<file path="config.mk">
export PLATFORM = sky130hd
export DESIGN_NAME = pc_ras
export DESIGN_NICKNAME = d
export VERILOG_FILES = /design/src/rtl/pc_ras.sv
export SDC_FILE = /design/constraint.sdc
export NUM_CORES = 1
export LEC_CHECK = 0
export ABC_AREA = 1
export ABC_CLOCK_PERIOD_IN_PS = 3200
export CAP_MARGIN = 20
export CELL_PAD_IN_SITES_DETAIL_PLACEMENT = 1
export CELL_PAD_IN_SITES_GLOBAL_PLACEMENT = 1
export CORE_MARGIN = 5
export CORE_UTILIZATION = 36
export CTS_CLUSTER_SIZE = 40
export DETAILED_ROUTE_END_ITERATION = 10
export HOLD_SLACK_MARGIN = 0.06
export PLACE_DENSITY_LB_ADDON = 0.1
export REMOVE_ABC_BUFFERS = 1
export SLEW_MARGIN = 20
export SYNTH_ARGS = -nofsm -noshare
export SYNTH_HDL_FRONTEND = slang
export SYNTH_SLANG_ARGS = --single-unit
</file>
<file path="constraint.sdc">
create_clock -name clk -period 3.2 [get_ports clk]
set_input_delay 0.96 -clock clk [delete_from_list [all_inputs] [get_ports clk]]
set_output_delay 0.96 -clock clk [all_outputs]
set_load 0.05 [all_outputs]
</file>
<file path="src/rtl/pc_ras.sv">
// pc_ras: parametrised fetch-stage program counter with a hardware
// return-address stack (RAS) for call/return.
//
// Optional feature: define PC_IRQ_EN to enable the interrupt vector redirect.
// Without it the irq port is present but has no effect.
//
// The RAS is a circular buffer addressed by a top pointer plus a saturating
// occupancy count. A push onto a full stack overwrites the oldest entry.
// ras_top, ras_empty and ras_full come from registered state only.
module pc_ras #(
  parameter int                   DATAWIDTH = 16,
  parameter int                   DISPWIDTH = 8,
  parameter int                   RAS_DEPTH = 4,
  parameter logic [DATAWIDTH-1:0] RESET_PC  = DATAWIDTH'(16'h0000),
  parameter logic [DATAWIDTH-1:0] IRQ_VEC   = DATAWIDTH'(16'h0008)
) (
  input  logic                 clk,
  input  logic                 rst,
  input  logic                 pcEn,
  input  logic                 branch,
  input  logic                 jump,
  input  logic                 call,
  input  logic                 ret,
  input  logic                 irq,
  input  logic [DISPWIDTH-1:0] disp,
  input  logic [DATAWIDTH-1:0] dSrc,
  output logic [DATAWIDTH-1:0] pc,
  output logic [DATAWIDTH-1:0] pc_ra,
  output logic [DATAWIDTH-1:0] ras_top,
  output logic                 ras_empty,
  output logic                 ras_full,
  output logic                 ras_err
);

  localparam int                   PTR_W    = $clog2(RAS_DEPTH);
  localparam int                   CNT_W    = PTR_W + 1;
  localparam logic [CNT_W-1:0]     CNT_FULL = CNT_W'(RAS_DEPTH);
  localparam logic [CNT_W-1:0]     CNT_ONE  = CNT_W'(1);
  localparam logic [PTR_W-1:0]     PTR_ONE  = PTR_W'(1);
  localparam logic [DATAWIDTH-1:0] PC_ONE   = DATAWIDTH'(1);

  // Architectural state
  logic [DATAWIDTH-1:0] pc_r;
  logic [DATAWIDTH-1:0] ras_mem_r [RAS_DEPTH];
  logic [PTR_W-1:0]     top_r;
  logic [CNT_W-1:0]     cnt_r;
  logic                 err_r;

  // Next-state controls
  logic [DATAWIDTH-1:0] disp_ext_s;
  logic [DATAWIDTH-1:0] seq_pc_s;
  logic [DATAWIDTH-1:0] pc_ra_s;
  logic [DATAWIDTH-1:0] ras_top_s;
  logic [DATAWIDTH-1:0] pc_next_s;
  logic [DATAWIDTH-1:0] push_data_s;
  logic [PTR_W-1:0]     push_idx_s;
  logic                 ras_empty_s;
  logic                 ras_full_s;
  logic                 irq_take_s;
  logic                 push_s;
  logic                 pop_s;
  logic                 err_set_s;

`ifdef PC_IRQ_EN
  assign irq_take_s = irq;
`else
  // irq is accepted on the port but never acted upon in this build.
  logic unused_irq_s;
  assign unused_irq_s = irq;
  assign irq_take_s   = 1'b0;
`endif

  assign disp_ext_s  = DATAWIDTH'($signed(disp));
  assign seq_pc_s    = pc_r + PC_ONE;
  assign pc_ra_s     = branch ? (pc_r + disp_ext_s) : seq_pc_s;
  assign ras_empty_s = (cnt_r == {CNT_W{1'b0}});
  assign ras_full_s  = (cnt_r == CNT_FULL);
  assign ras_top_s   = ras_empty_s ? {DATAWIDTH{1'b0}} : ras_mem_r[top_r];
  assign push_idx_s  = top_r + PTR_ONE;

  // Select the next PC and the RAS action by decode priority: irq, ret, call, jump, branch/sequential.
  always_comb begin
    pc_next_s   = pc_ra_s;
    push_s      = 1'b0;
    pop_s       = 1'b0;
    push_data_s = seq_pc_s;
    err_set_s   = 1'b0;
    if (irq_take_s) begin
      // Return to the instruction that was pre-empted, not the one after it.
      pc_next_s   = IRQ_VEC;
      push_s      = 1'b1;
      push_data_s = pc_r;
    end else if (ret) begin
      // A simultaneous call is dropped and flagged; an empty pop is flagged.
      err_set_s = call | ras_empty_s;
      if (ras_empty_s) begin
        pc_next_s = seq_pc_s;
      end else begin
        pc_next_s = ras_top_s;
        pop_s     = 1'b1;
      end
    end else if (call) begin
      // Return address is always the sequential successor; branch is ignored.
      pc_next_s   = dSrc;
      push_s      = 1'b1;
      push_data_s = seq_pc_s;
    end else if (jump) begin
      pc_next_s = dSrc;
    end else begin
      pc_next_s = pc_ra_s;
    end
  end

  // PC, stack pointer, occupancy count and sticky error update.
  always_ff @(posedge clk) begin
    if (!rst) begin
      pc_r  <= RESET_PC;
      top_r <= {PTR_W{1'b0}};
      cnt_r <= {CNT_W{1'b0}};
      err_r <= 1'b0;
    end else if (pcEn) begin
      pc_r <= pc_next_s;
      if (err_set_s) begin
        err_r <= 1'b1;
      end
      if (push_s) begin
        top_r <= push_idx_s;
        if (!ras_full_s) begin
          cnt_r <= cnt_r + CNT_ONE;
        end
      end else if (pop_s) begin
        top_r <= top_r - PTR_ONE;
        cnt_r <= cnt_r - CNT_ONE;
      end
    end
  end

  // Stack storage; stale entries are masked by the occupancy count, so no reset is needed.
  always_ff @(posedge clk) begin
    if (rst && pcEn && push_s) begin
      ras_mem_r[push_idx_s] <= push_data_s;
    end
  end

  assign pc        = pc_r;
  assign pc_ra     = pc_ra_s;
  assign ras_top   = ras_top_s;
  assign ras_empty = ras_empty_s;
  assign ras_full  = ras_full_s;
  assign ras_err   = err_r;

endmodule
</file>
==> results.md, run 1 <==
* Status: finished, violations left
* Failing checks: setup timing
* Simple-Gate Fraction of Synth Area at 0.2664
* Worst Path Required at 2240 ps
* CTS tree: done
* Hold Fails Final Rpt at 0
* Synthesis Warnings at 0
* IO Pins at 83
* Cells after DPL at 996
* Core area at 0.01459 mm^2
* Pre-CTS setup slack at -710.9 ps
* Xor-xnor portion of the synthesized cell area at 0.02587
* Cells after Synth at 691
* Critical path class: in2out
* Initial core utilization at 0.3680
* CTS Buf Count at 9
* Fin Clk Skew at 9.183 ps
* Core Util, Final at 0.5566
* Final instance area at 0.008120 mm^2
* FMAX at 297.5 MHz
* GR Util All Layers at 0.2232
* RSZ-0062 raised after global routing: yes
* Clk buf depth at 2
* Final cell count without fillers at 1043
* Startpoint types: input pin
* Async set-reset flop share out of synthesis at 0
* First-pass GRT wire length at 31.27 mm
* Sequential area share after synthesis at 0.4474
* Fin crit share at 1.050
* Total Die Area at 0.01746 mm^2
* Clock sinks at 88
* Antenna diodes at 0
* Layout area overhead at 51.25%
* ANT nets after route at 0
* Post-DP Area at 0.006904 mm^2
* Post-DP HPWL at 13.98 mm
* Initial drt markers at 275
* Root Buffer: clkbuf_16
* Synth Area per Inst at 7.770 um^2
* DRC errors left at 0
* # port buffers at 81
* CP max FO at 4
* Slew margin rel. at 0.6260
* Largest net degree at the start of global routing at 33
* Flops & latches, synth at 88
* Pins Over Slew Limit at 0
* VDD IR max at 0.2742 mV
* Final min period at 3361 ps
* Total of max-cap violations at 0
* Final Setup Violations at 14
* Adder-cell share of the synthesized area at 0.05407
* Initial antenna violation count at 0
* Worst skew pair latency at 340 ps
* Number of global-route vias before repair at 5843
* GRT Residual Overflow at 0
* Num rows at 44
* Mapped cell area at 0.005369 mm^2
* Largest family of logic cells by synthesized area: simple AND/OR/NAND/NOR gates
* Arr. time, crit path at 2400 ps
* Hold Path Class: reg2reg
* DR pass1 iterations at 4
* CTS Hold Bufs at 0
* Fraction of layout cells with a size suffix above 1 at 0.3492
* Worst hold margin at 512.7 ps
* Multiplexer share of the synthesized area at 0
* Die Y-Extent at 132.1 um
* Vias per cell at 5.096
* Final setup margin at -161.3 ps
* Layout net count at 908
* Die W at 132.1 um
* Synth Area in Compound Gates at 0.1303
* Routed vias at 5315
* Synth Flop Type: edfxtp_1
* Cell variety after synth at 44
* Number of synthesized flops with an enable pin at 64
* GP Congestion at 0.8802
* Wire per inst at 18.93 um
* Clock-pin slew on the worst setup and hold paths at 70 ps
* Leakage power at 0.003420 uW
* Slew @ Worst Pin at 560.2 ps
* Routed WL at 19.75 mm
* Endpoint class of the critical path: primary output
* Reg2Reg Setup Slack at 200 ps
* PwrDens at 507.0 mW/mm^2
* CTS H-tree lvls at 3
worst max-delay path: stages:
cell and delay, ps:
buf_8 100, buf_6 130, ha_4 270, nand2_2 70, nand2_2 60, nand2_2 70, nand2_2 70, a21oi_4 180
nand2_1 70, nand2_1 70, nand3_2 80, nand2_2 100, buf_12 140
kinds of logic after synthesis:
| family | Yosys count |
|---|---|
| DFF | 88 |
| adders and majority gates | 22 |
| AOI/OAI and AO/OA | 125 |
| xor gates and xnor gates | 15 |
| and+or+nand+nor | 338 |
| buffers and inverters | 103 |
synth_stat cells (2+ instances only):
library cell | n | area share
a21boi_1 | 2 | 0.0028
a21oi_1 | 43 | 0.040
a21oi_2 | 4 | 0.0065
a22oi_1 | 3 | 0.0042
buf_1 | 2 | 0.0014
buf_2 | 11 | 0.010
buf_4 | 2 | 0.0028
clkbuf_1 | 5 | 0.0035
dfxtp_1 | 24 | 0.089
edfxtp_1 | 64 | 0.36
fa_1 | 2 | 0.0075
ha_1 | 20 | 0.047
inv_1 | 73 | 0.051
inv_2 | 9 | 0.0063
nand2_1 | 160 | 0.11
nand2_2 | 6 | 0.0070
nand3_1 | 33 | 0.031
nand3_2 | 2 | 0.0037
nand3b_1 | 3 | 0.0042
nand4_1 | 5 | 0.0058
nor2_1 | 108 | 0.076
nor2_2 | 5 | 0.0058
nor3_1 | 7 | 0.0065
nor3_2 | 2 | 0.0037
o21ai_0 | 29 | 0.027
o21ai_1 | 23 | 0.021
o21ai_2 | 2 | 0.0033
o21bai_1 | 2 | 0.0028
o22ai_1 | 12 | 0.014
or2_0 | 2 | 0.0023
xnor2_1 | 5 | 0.0082
xor2_1 | 9 | 0.015
layout make-up:
cell class	count	area (um^2)
clock buffer	9	225.2
clock inverter	7	95.09
fill	1715	6469
inverter	83	316.6
multi-input combinational	500	3182
sequential	88	2405
tap	184	230.2
timing repair buffer	172	1667
per-layer routing:
metal  vias to the layer above  global-route usage  share of wire
li1                       2603                   -              -
met1                      2586              0.2943           0.45
met2                       103              0.3841           0.50
met3                        23             0.03244          0.035
met4                         0             0.05829          0.018
met5                         -                   0              0
through the flow:
step           setup TNS (ps)  total power, uW
5_1_grt                 -2478             4299
6_report                -1403             4117
3_5_place_dp            -8814             2730
4_1_cts                 -1610             4056
2_1_floorplan          -50720             2121
3_3_place_gp            -8528             2702
state kept, by name (all words and copies together) (netlist names), named ones only:
| name | flops |
|---|---|
| ras_mem_r | 64 |
| pc | 16 |
| cnt_r | 3 |
| top_r | 2 |
| ras_err | 1 |
power by group:
part / switching [uW] / internal, uW
Combinational: 1010 / 648
Clock: 456 / 686
Sequential: 49.9 / 1270
Total: 1510 / 2600
worst paths after layout:
kind	to	from	cells after the start
hold reg to reg	ras_err$_SDFFE_PN0P_	ras_err$_SDFFE_PN0P_	2
hold / removal	ras_err$_SDFFE_PN0P_	ras_err$_SDFFE_PN0P_	2
setup reg to reg	pc[14]$_SDFFE_PN0P_	pc[11]$_SDFFE_PN0P_	22
setup / recovery	pc_ra[14]	disp[7]	13
cells in the final DEF (no fill, tap or decap), drive strengths merged, types with 5 or more instances in the layout:
cell / n
o21ai: 54
dfxtp: 24
a21oi: 47
edfxtp: 64
clkdlybuf4s50: 41
buf: 131
nor3: 10
nand2: 166
ha: 20
xnor2: 5
xor2: 10
nand4: 5
clkbuf: 9
nor2: 114
inv: 83
o22ai: 12
nand3: 35
timing repair:
action / in CTS / in global routing
gates resized for setup: 144 / 50
pin swaps: 60 / 52
setup endpoints to repair: 16 / 16
cloned: 1 / 0
buffers inserted: 28 / 3
No activity file was read; power rests on OpenSTA's default activity.
==> run 2: changes to the inputs <==
--- a/config.mk
+++ b/config.mk
@@ -12,10 +12,12 @@
 export CELL_PAD_IN_SITES_GLOBAL_PLACEMENT = 1
 export CORE_MARGIN = 5
 export CORE_UTILIZATION = 36
+export CTS_CLUSTER_DIAMETER = 50
 export CTS_CLUSTER_SIZE = 40
 export DETAILED_ROUTE_END_ITERATION = 10
 export HOLD_SLACK_MARGIN = 0.06
 export PLACE_DENSITY_LB_ADDON = 0.1
+export RECOVER_POWER = 100
 export REMOVE_ABC_BUFFERS = 1
 export SLEW_MARGIN = 20
 export SYNTH_ARGS = -nofsm -noshare
==> constraint.sdc (replaced) <==
create_clock -name clk -period 3.2 [get_ports clk]
set_input_delay 0.48 -clock clk [delete_from_list [all_inputs] [get_ports clk]]
set_output_delay 0.48 -clock clk [all_outputs]
set_load 0.05 [all_outputs]
==> results.md, run 2 (synthesis results as in run 1) <==
* GP Congestion at 0.8877 (+0.85%)
* Die W at 132.1 um (unchanged)
* GRT Residual Overflow at 0 (unchanged)
* Most common cell after layout, fill and taps aside: nand2_1
* First-pass GRT wire length at 27.58 mm (-12%)
* Commonest non-fill, non-tap cells in the layout: 161 x nand2_1, 108 x nor2_1, 74 x inv_1, 64 x edfxtp_1, 45 x a21oi_1
* Fraction of layout cells with a size suffix above 1 at 0.08835 (-0.2609)
* FMAX at 330.7 MHz (+11%)
* RSZ-0062 raised after global routing: no
* Total Die Area at 0.01746 mm^2 (unchanged)
* Critical path class: reg2out
* DRC errors left at 0 (unchanged)
* ANT nets after route at 0 (unchanged)
* Post-DP HPWL at 13.36 mm (-4.4%)
* Slew @ Worst Pin at 1014 ps (+453.4 ps)
* R2r worst-path depth at 10 (-55%)
* CP max FO at 10 (+6)
* Pins Over Slew Limit at 0 (unchanged)
* Max reg flops at 64 (unchanged)
* Clock-pin slew on the worst setup and hold paths at 70 ps (about the same)
* Initial core utilization at 0.3680 (unchanged)
* DR pass1 iterations at 4 (unchanged)
* Worst Path Required at 2720 ps (+480 ps)
* Clk buf depth at 2 (unchanged)
* Antenna diodes at 0 (unchanged)
* Fin Clk Skew at 8.504 ps (-0.6786 ps)
* Status: completed
* Num rows at 44 (unchanged)
* Hold Path Stages at 2 (unchanged)
* Initial drt markers at 178 (-35%)
* Endpoint class of the critical path: primary output
* PwrDens at 544.8 mW/mm^2 (+7.5%)
* Routed WL at 17.11 mm (-13%)
* CTS tree: done
* Arr. time, crit path at 2540 ps (+140 ps)
* Total of max-cap violations at 0 (unchanged)
* Slowest cell on crit path: dlygate4sd3_1
* Startpoint types: flip-flop
* Die Y-Extent at 132.1 um (unchanged)
* # port buffers at 81 (unchanged)
* Wire per inst at 17.73 um (-6.3%)
* Largest net degree at the start of global routing at 30 (-9.1%)
* Slew margin rel. at 0.3243 (-0.3018)
* Critical path, cell by cell: buf_4 > o21ai_0 > o22ai_1 > nand2_1 > inv_1 > dlygate4sd3_1
* Number of global-route vias before repair at 5265 (-9.9%)
* Layout fillers at 1803 (+5.1%)
* Clock sinks at 88 (unchanged)
* Vias per cell at 5.039 (-1.1%)
* Final instance area at 0.006646 mm^2 (-18%)
* Hold Path Class: reg2reg
* Initial antenna violation count at 0 (unchanged)
* IO Pins at 83 (unchanged)
* VDD IR max at 0.3203 mV (+17%)
* Largest Register: ras_mem_r
* Routed vias at 4863 (-8.5%)
* CP max stage delay at 860 ps (+590 ps)
* Hold Fails Final Rpt at 0 (unchanged)
* Core area at 0.01459 mm^2 (unchanged)
* Post-DP Area at 0.006516 mm^2 (-5.6%)
* CTS Buf Count at 9 (unchanged)
* Final Setup Violations at 0 (-14)
* Layout net count at 830 (-8.6%)
* Layout area overhead at 23.79%
* Fin crit share at 0.9449 (-0.1055)
* Final min period at 3024 ps (-337.6 ps)
* Leakage power at 0.002879 uW (-16%)
* CTS H-tree lvls at 3 (unchanged)
* Root Buffer: clkbuf_16
* Core Util, Final at 0.4556 (-0.1010)
* GR Util All Layers at 0.1974 (-0.02584)
* Post-CTS Setup Bufs at 0 (-100%)
* Worst skew pair latency at 340 ps (about the same)
==> run 2: critical path, delay by kind of cell, from the launching register on <==
family	cells	cell delay (ps)
DFF	1	580
AOI/OAI and AO/OA	2	300
buffers and inverters	3	1190
and+or+nand+nor	1	120
==> run 2: through the flow <==
stage,power (uW),hold slack (ps),setup TNS (ps),setup slack (ps),instances
6_report,3621,479.2,0,176.4,965
5_1_grt,3791,529.1,0,20.08,965
4_1_cts,3757,488.2,0,53.33,965
3_5_place_dp,2633,467.9,0,52.58,949
3_3_place_gp,2604,462.5,0,96.54,949
2_1_floorplan,2121,465.2,-41500,-1365,671
==> run 2: area by class of cell <==
type,instances,area (um^2),area share
Sequential cell,88,2402,0.3614
Clock inverter,7,95.09,0.01431
Clock buffer,9,225.2,0.03389
Multi-Input combinational cell,500,2549,0.3835
Timing Repair Buffer,94,833.3,0.1254
Inverter,83,311.5,0.04688
Tap cell,184,230.2,0.03464
==> run 2: routing by layer <==
layer / track usage / wire [um] / vias to the layer above
met2: 0.3467 / 8448 / 73
met3: 0.01870 / 323 / 12
met4: 0.06000 / 232 / 0
met1: 0.2569 / 8106 / 2330
met5: 0 / 0 / -
li1: - / - / 2448
==> run 2: final timing paths <==
kind | from | to | slack (ps)
max | flip-flop | ras_top[9] | 180
min | ras_err$_SDFFE_PN0P_ | ras_err$_SDFFE_PN0P_ | 480
max reg2reg | pc[0]$_SDFFE_PN0P_ | pc[4]$_SDFFE_PN0P_ | 940
min reg2reg | ras_err$_SDFFE_PN0P_ | ras_err$_SDFFE_PN0P_ | 480
==> run 2: what timing repair did <==
action                     in CTS  in global routing
setup endpoints to repair       0                  5
resized for setup               0                  2
hold buffers                    0                  0
==> run 2: power by group <==
group	switching (uW)	total, uW	internal (uW)
logic	830	1170	337
registers	56.2	1330	1270
clock network	445	1130	684
